<file path="src/rtl/mac_share_arbiter.sv">
// Round-robin arbiter sharing one pipelined signed multiplier among
// NUM_REQ clients, with a bounded lock/burst hold for tap sweeps.
// Ports: clock, reset (async, active-high); req/lock per client;
//   a_in/b_in packed operands; gnt one-hot Mealy grant;
//   rsp_valid one-hot strobe, rsp_data shared product bus; busy.
// Optional: define MAC_ARB_DEQUANT_EN to shift results right by BITS
//   (rounding toward zero) at the final stage.
module mac_share_arbiter #(
  parameter int NUM_REQ     = 4,
  parameter int DATA_SIZE   = 32,
  parameter int PIPE_STAGES = 2,
  parameter int MAX_BURST   = 20,
  parameter int BITS        = 10
) (
  input  logic                           clock,
  input  logic                           reset,
  input  logic [NUM_REQ-1:0]             req,
  input  logic [NUM_REQ-1:0]             lock,
  input  logic [NUM_REQ*DATA_SIZE-1:0]   a_in,
  input  logic [NUM_REQ*DATA_SIZE-1:0]   b_in,
  output logic [NUM_REQ-1:0]             gnt,
  output logic [NUM_REQ-1:0]             rsp_valid,
  output logic [2*DATA_SIZE-1:0]         rsp_data,
  output logic                           busy
);

  localparam int IW = (NUM_REQ > 1) ? $clog2(NUM_REQ) : 1;
  localparam int CW = $clog2(MAX_BURST + 1);
  localparam int PW = 2 * DATA_SIZE;
  localparam int L  = PIPE_STAGES - 1;

  typedef enum logic {ARB, LOCKED} state_t;

  state_t          state_q, state_d;
  logic [IW-1:0]   ptr_q, ptr_d;
  logic [IW-1:0]   owner_q, owner_d;
  logic [CW-1:0]   cnt_q, cnt_d;

  logic [PIPE_STAGES-1:0] vld_q, vld_d;
  logic [NUM_REQ-1:0]     tag_q  [PIPE_STAGES];
  logic [NUM_REQ-1:0]     tag_d  [PIPE_STAGES];
  logic [PW-1:0]          prod_q [PIPE_STAGES];
  logic [PW-1:0]          prod_d [PIPE_STAGES];

  logic [IW-1:0]   base, win, sel, jj;
  logic            found;
  int              j;
  logic [NUM_REQ-1:0] gnt_raw;

  logic signed [DATA_SIZE-1:0] op_a, op_b;
  logic signed [PW-1:0]        ext_a, ext_b, prod;

  function automatic logic [IW-1:0] nxt(input logic [IW-1:0] i);
    return (int'(i) == NUM_REQ - 1) ? '0 : i + 1'b1;
  endfunction

  // When the owner drops req mid-burst, the search starts past it.
  always_comb begin
    base  = (state_q == LOCKED) ? nxt(owner_q) : ptr_q;
    found = 1'b0;
    win   = '0;
    j     = 0;
    jj    = '0;
    for (int k = 0; k < NUM_REQ; k++) begin
      j = int'(base) + k;
      if (j >= NUM_REQ) j = j - NUM_REQ;
      jj = IW'(j);
      if (!found && req[jj]) begin
        found = 1'b1;
        win   = jj;
      end
    end
  end

  always_comb begin
    state_d = state_q;
    ptr_d   = ptr_q;
    owner_d = owner_q;
    cnt_d   = cnt_q;
    gnt_raw = '0;
    sel     = win;
    unique case (state_q)
      ARB: begin
        if (found) begin
          gnt_raw[win] = 1'b1;
          if (lock[win] && MAX_BURST > 1) begin
            state_d = LOCKED;
            owner_d = win;
            cnt_d   = CW'(1);
          end else begin
            ptr_d = nxt(win);
          end
        end
      end
      LOCKED: begin
        if (req[owner_q]) begin
          gnt_raw[owner_q] = 1'b1;
          sel = owner_q;
          if (!lock[owner_q] ||
              cnt_q + CW'(1) >= CW'(MAX_BURST)) begin
            state_d = ARB;
            ptr_d   = nxt(owner_q);
            cnt_d   = '0;
          end else begin
            cnt_d = cnt_q + CW'(1);
          end
        end else begin
          state_d = ARB;
          ptr_d   = nxt(owner_q);
          cnt_d   = '0;
          if (found) begin
            gnt_raw[win] = 1'b1;
            if (lock[win] && MAX_BURST > 1) begin
              state_d = LOCKED;
              owner_d = win;
              cnt_d   = CW'(1);
            end
          end
        end
      end
    endcase
  end

  // No grants are issued while reset is held.
  assign gnt = reset ? '0 : gnt_raw;

  always_comb begin
    op_a  = a_in[int'(sel)*DATA_SIZE +: DATA_SIZE];
    op_b  = b_in[int'(sel)*DATA_SIZE +: DATA_SIZE];
    ext_a = {{DATA_SIZE{op_a[DATA_SIZE-1]}}, op_a};
    ext_b = {{DATA_SIZE{op_b[DATA_SIZE-1]}}, op_b};
    prod  = ext_a * ext_b;
  end

  // Data registers only load on valid so the bus holds its last result.
  always_comb begin
    vld_d[0]  = |gnt;
    tag_d[0]  = gnt;
    prod_d[0] = (|gnt) ? prod : prod_q[0];
    for (int s = 1; s < PIPE_STAGES; s++) begin
      vld_d[s]  = vld_q[s-1];
      tag_d[s]  = tag_q[s-1];
      prod_d[s] = vld_q[s-1] ? prod_q[s-1] : prod_q[s];
    end
  end

  always_ff @(posedge clock or posedge reset) begin
    if (reset) begin
      state_q <= ARB;
      ptr_q   <= '0;
      owner_q <= '0;
      cnt_q   <= '0;
      vld_q   <= '0;
      for (int s = 0; s < PIPE_STAGES; s++) begin
        tag_q[s]  <= '0;
        prod_q[s] <= '0;
      end
    end else begin
      state_q <= state_d;
      ptr_q   <= ptr_d;
      owner_q <= owner_d;
      cnt_q   <= cnt_d;
      vld_q   <= vld_d;
      for (int s = 0; s < PIPE_STAGES; s++) begin
        tag_q[s]  <= tag_d[s];
        prod_q[s] <= prod_d[s];
      end
    end
  end

  assign rsp_valid = vld_q[L] ? tag_q[L] : '0;
  assign busy      = |vld_q;

`ifdef MAC_ARB_DEQUANT_EN
  logic signed [PW-1:0] p_s, mag;
  always_comb begin
    p_s = prod_q[L];
    mag = '0;
    if (p_s < 0) begin
      mag      = (-p_s) >>> BITS;
      rsp_data = -mag;
    end else begin
      rsp_data = p_s >>> BITS;
    end
  end
`else
  assign rsp_data = prod_q[L];
`endif

endmodule

</file>
<file path="config.mk">
export PLATFORM = sky130hd
export DESIGN_NAME = mac_share_arbiter
export DESIGN_NICKNAME = d
export VERILOG_FILES = /design/src/rtl/mac_share_arbiter.sv
export SDC_FILE = /design/constraint.sdc
export NUM_CORES = 2
export LEC_CHECK = 0
export ABC_CLOCK_PERIOD_IN_PS = 11400
export BUFFER_PORTS_ARGS = -buffer_cell sky130_fd_sc_hd__buf_2
export CAP_MARGIN = 20
export CORE_UTILIZATION = 60
export DETAILED_ROUTE_END_ITERATION = 10
export PLACE_DENSITY = 0.86
export SYNTH_ARGS = -nofsm -noshare
export SYNTH_HDL_FRONTEND = slang
export SYNTH_SLANG_ARGS = --single-unit
</file>
<file path="constraint.sdc">
create_clock -name clock -period 11.4 [get_ports clock]
set_input_delay 1.14 -clock clock [delete_from_list [all_inputs] [get_ports clock]]
set_output_delay 1.14 -clock clock [all_outputs]
set_load 0.005 [all_outputs]
</file>
# --- Word-level counts from Yosys, hierarchy flattened ---
# Index checks and enable logic that the tools add are counted.
word_totals:
  ff_bits: 148
  elab_cells: 118
  input_bits: 266
op_classes:
  n_eq_ne: 7
  shifts: 2
  magnitude_cmp: 13
  addsub: 10
  bitwise: 1
  muxes: 61
  n_mul: 1
  n_reduce_logical: 14
op_table:
  columns: ["op", "n"]
  rows:
  - ["128-bit by 8-bit variable part select with 32-bit output", 2]
  - ["32-bit by 32-bit multiplier with 64-bit output", 1]
  - ["2-bit two-way mux", 20]
  - ["5-bit two-way mux", 4]
  - ["1-bit two-way mux", 19]
  - ["2-bit by 3-bit < comparator with 1-bit output, second input constant", 6]
  - ["4-bit two-way mux", 4]
  - ["1-bit binary-select mux with 2-bit select", 7]
  - ["5-bit one-hot mux with 2 select lines", 1]
  - ["3-bit >= comparator, second input constant", 3]
  - ["2-bit inequality test, second input constant", 4]
  - ["2-bit one-hot mux with 2 select lines", 2]
  - ["4-bit one-hot mux with 2 select lines", 1]
  - ["2-bit by 1-bit subtractor with 2-bit output, second input constant", 4]
  - ["2-bit by 2-bit adder with 3-bit output, second input constant", 2]
  - ["5-bit by 1-bit adder with 5-bit output, second input constant", 1]
  - ["5-bit >= comparator, second input constant", 1]
  - ["1-bit logical AND", 5]
  - ["2-bit by 1-bit adder with 2-bit output, second input constant", 2]
  - ["1-bit demux with 2-bit select", 2]
  - ["2-bit by 1-bit equality test with 1-bit output, second input constant", 2]
  - ["2-bit by 1-bit >= comparator with 1-bit output, second input constant", 2]
  - ["1-bit zero test", 4]
  - ["4-bit OR reduction", 1]
  - ["other kinds (9)", 9]

# --- Depth between registers and ports, before layout ---
depth:
  word_depth: 26
  depth_mapped: 43

# --- Least setup slack after synthesis ---
# Ideal clock, no wire load.
synth_path:
  path_kind: "input-to-reg"
  from: "input port req[1]"
  to: "register prod_q[127] in the netlist's numbering"
  stages: 32
  n_path_buf: 2
  t_required_ns: 11.280
  setup_slack_ns: 1.282
  setup_time_ns: 0.120
  arrival_time_ns: 9.998
  path_cell_list: "mux2_2 > mux2_2 > nand2_1 > nor2_1 > a21oi_2 > buf_2 > buf_2 > mux2i_4 > nand2_1 > fa_1 > fa_1 > fa_1 > inv_1 > fa_1 > inv_1 > fa_1 > inv_1 > fa_1 > fa_1 > inv_1 > fa_1 > inv_1 > ha_1 > and3_1 > nand2_1 > nor2_1 > and3_1 > a311o_1 > o21ai_0 > o31a_1 > mux2i_1 > nor2_1"
synth_via:
  elab_chain_cells: 21
  elab_cells_between_ends: 39
  classes_between: "mul: 1; order compare: 2; shift: 2; mux: 26; reduce/logical: 8"
synth_lines:
  columns: ["element", "line", "source"]
  rows:
  - ["start: declaration", "17", "input logic [NUM_REQ-1:0] req,"]
  - ["branches (longest 21 deep; another with 1-bit binary-select mux with 2-bit select)", null, null]
  - ["end signal: indexed assignment", "166", "prod_q[s] <= prod_d[s];"]
  - ["end: declaration", "42", "logic [PW-1:0] prod_q [PIPE_STAGES];"]
# Parallel ways; which one is timed is not known. The select of a mux whose other input is x is not followed.
# A chain may end at the register's enable or synchronous reset.

# --- Worst setup path after layout ---
layout_path:
  from: "register owner_q[0]"
  to: "register prod_q[119] in the netlist's numbering"
layout_via:
  elab_chain_cells: 26
  elab_cells_between_ends: 63
  classes_between: "add/sub: 8; mul: 1; order compare: 8; eq/ne: 1; shift: 2; mux: 34; reduce/logical: 9"
layout_lines:
  columns: ["element", "line", "source"]
  rows:
  - ["start: declaration", "36", "logic [IW-1:0] owner_q, owner_d;"]
  - ["start signal: assignment", "161", "owner_q <= owner_d;"]
  - ["branches (longest 26 deep; another with 2-bit by 1-bit adder with 3-bit output)", null, null]
# Parallel ways; which one is timed is not known. The select of a mux whose other input is x is not followed.

==> results.md <==
* Layout Skew at 0.0111 ns
* Count of pins over their slew limit at 0
* Highest net fanout along the worst path at 18
* Number of buffers inserted for hold repair after clock tree synthesis at 0
* Commonest non-fill, non-tap cell in the layout: sky130_fd_sc_hd__fa_1
* Syn Inst Count at 4630
* Setup Total Neg Slack at 0 ns
* Vert. Die Dim at 273 um
* CTS tree: yes
* Worst hold endpoint: tag_q[0]
* Reg2reg start: owner_q[0]
* Asr flop ratio synth at 1.00
* Antenna violation net count after detailed routing at 0
* Number of stages on the worst hold path at 0
* Most used DFF post-synth: sky130_fd_sc_hd__dfrtp_1
* Total area of sequential cells at 0.00370 mm^2
* Row count at 99
* Final worst-path setup slack at 0.477 ns
* Number of I/O pins at 339
* Commonest non-fill, non-tap cells in the layout: sky130_fd_sc_hd__fa_1 (1082), sky130_fd_sc_hd__inv_1 (979), sky130_fd_sc_hd__nand2_1 (594)
* Share of cells above drive strength 1 at 0.147
* Worst EP required at 11.69 ns
* Worst path most repeated cell: sky130_fd_sc_hd__fa_1
* Cts bufs inserted at 17
* Syn nets at 6172
* Arrival time at the worst endpoint at 11.21 ns
* Netlist area before placement at 0.0441 mm^2
* Number of global-route vias before repair at 37.6k
* Worst Setup End Kind: flip-flop
* Register-to-register setup slack at 0.48 ns
* FF-to-FF path depth at 36
* Clock input transition at the sequential cells of the worst setup and hold paths at 0.07 ns
* Number of maximum-capacitance constraint violations at 0
* Average instance area after synthesis at 9.52 um^2
* Fmax achieved at 91.5 MHz
* Area of the core region at 0.0728 mm^2
* Status: complete, no violations
* Iteration count of the initial detailed-routing pass at 9
* Cell family contributing the most delay on the critical path: adder cells
* Global-route wire length before repair at 216000 um
* Number of buffers and inverters on the critical path at 7
* Initial antenna violation count at 7
* DIE WIDTH at 273 um
* Number of buffers added on ports at 338
* Pin count of the biggest net entering global routing at 76
* Worst max-slew margin expressed relative to the limit at 0.265
* Critical path's slowest cell: sky130_fd_sc_hd__mux2i_4
* Post-DR wirelength/cell at 24.1 um
* Most heavily used metal layer in global routing: met2
* Start point of the worst min-delay path: tag_d[0]
* Warnings, synthesis at 0
* Worst-margin pin slew at 1.10 ns
* Number of sinks handled by clock tree synthesis at 148
* Final period utilization at 0.958
* CTS Root Cell: sky130_fd_sc_hd__clkbuf_16
* Initial drt markers at 3102
* Hold Crit Class: flip-flop to flip-flop
* Place WS at 0.375 ns
* Final weighted congestion in routability-driven placement at 1.04
* Grt met1 use at 0.462
* Global routing usage on met2 at 0.633
* Clock latency on the worst-skew pair at 0.43 ns
* Multi-input gate area in the final layout at 0.0352 mm^2
* Final routed wirelength across all metal layers at 141000 um
* Proportion of synthesized chip area in sequential cells at 0.0840
* Via count at 34.3k
* Crit path largest cell delay at 0.60 ns
* Number of buffers on the longest clock path at 2
* Setup repair after global routing missed its margin: no
* Critical path class: flip-flop to flip-flop
* EDFF count, synth at 0
* Met3 track demand over resource in global routing at 0.0992
* Count of final setup violators at 0
* Post-DP HPWL at 117000 um
* Number of levels the H-tree was split into at 4
* Initial Utilization at 0.605
* Unique cell type count in the Yosys netlist at 65
* Grt total ovfl at 0
* End of the worst register-to-register path: prod_q[119]
* Final net count at 6403
* Hold violation total from the final report at 0
* Average via count per standard cell at 5.87
* Area growth syn-to-layout at 7.42%
* Critical Path Source Type: flip-flop
* Die Footprint at 0.0745 mm^2
* Fillers at 5802
* Number of DRC violations after detailed routing at 0
* Minimum clock period after layout at 10.92 ns
* Overall track demand over capacity in global routing at 0.396
* Total of flip-flops plus latches after synthesis at 148
[sequential cells by signal, summed over array words and instances (netlist names)]
signal	count
owner_q	2
prod_q	64
cnt_q	5
vld_q	2
ptr_q	2
state_q	1
tag_d	4
rsp_data	64
tag_q	4
[Yosys cell counts (26+ instances only)]
| library cell | count | area share |
|---|---|---|
| sky130_fd_sc_hd__nand2_1 | 594 | 0.051 |
| sky130_fd_sc_hd__a21o_1 | 26 | 0.0044 |
| sky130_fd_sc_hd__ha_1 | 194 | 0.055 |
| sky130_fd_sc_hd__fa_1 | 1082 | 0.49 |
| sky130_fd_sc_hd__mux2_2 | 132 | 0.034 |
| sky130_fd_sc_hd__mux2i_1 | 144 | 0.033 |
| sky130_fd_sc_hd__buf_4 | 80 | 0.014 |
| sky130_fd_sc_hd__clkbuf_1 | 38 | 0.0032 |
| sky130_fd_sc_hd__xnor2_1 | 48 | 0.0095 |
| sky130_fd_sc_hd__inv_1 | 980 | 0.083 |
| sky130_fd_sc_hd__dfrtp_1 | 148 | 0.084 |
| sky130_fd_sc_hd__buf_2 | 141 | 0.016 |
| sky130_fd_sc_hd__xor2_1 | 27 | 0.0054 |
| sky130_fd_sc_hd__a21oi_1 | 73 | 0.0083 |
| sky130_fd_sc_hd__o21ai_0 | 103 | 0.012 |
| sky130_fd_sc_hd__nor2_1 | 566 | 0.048 |
[cell type report]
class	instances	share of cell area
Multi-Input combinational cell	3224	0.743
Sequential cell	148	0.0783
Inverter	981	0.0779
Timing Repair Buffer	489	0.0623
Tap cell	959	0.0253
Clock buffer	17	0.00899
Clock inverter	15	0.00415
Antenna cell	6	0.000317
[metal layers]
| layer | routed length (um) | vias up |
|---|---|---|
| met5 | 28 | - |
| met4 | 13500 | 4 |
| met3 | 15300 | 735 |
| met2 | 65300 | 2105 |
| met1 | 46800 | 17300 |
| li1 | - | 14100 |
[cells by family (layout without fill, tap and decap cells)]
kind of cell,Yosys count,after routing,share of synthesized area
adders and majority gates,1276,1276,0.547
AOI/OAI and AO/OA,287,287,0.0393
muxes,308,308,0.0794
other,0,6,0
xor gates and xnor gates,75,75,0.0149
and+or+nand+nor,1278,1278,0.116
DFF,148,148,0.0840
buffers and inverters,1258,1502,0.120
[metrics by stage]
step                      instances  instance area [um^2]   util  hold slack (ns)
after floorplan                4630                 44100      -            0.331
after global placement         5801                 46700  0.641            0.333
after detailed placement       5801                 46700  0.641            0.343
after CTS                      5833                 47300  0.650            0.366
after global routing           5833                 47300  0.650            0.368
final                          5839                 47300  0.650            0.364
[worst register-to-register path, delay by kind of cell, from the launching register on]
kind	cells	cell delay, ns
simple gates	5	0.75
compound gates	10	2.37
fa+ha+maj	10	4.85
mux	3	1.10
buf+inv	7	1.03
xor+xnor	1	0.15
flops	1	0.51
[worst max path at each step]
stage / start / to / depth (start not counted)
2_1_floorplan: req[1] / prod_q[127] / 32
3_3_place_gp: req[3] / prod_q[126] / 31
3_5_place_dp: req[3] / prod_q[127] / 31
4_1_cts: owner_q[0] / prod_q[127] / 37
5_1_grt: owner_q[0] / prod_q[106] / 36
6_report: owner_q[0] / prod_q[119] / 36
[timing repair]
action / 4_1_cts / 5_1_grt
endpoints found under the setup margin: 0 / 8
setup buffers: 0 / 0
hold endpoints to repair: 0 / 0
resized for setup: 0 / 4
Power is left out: the tool's default activity adds up to more than one toggle a clock period on the data nets, which glitch-free logic cannot reach.
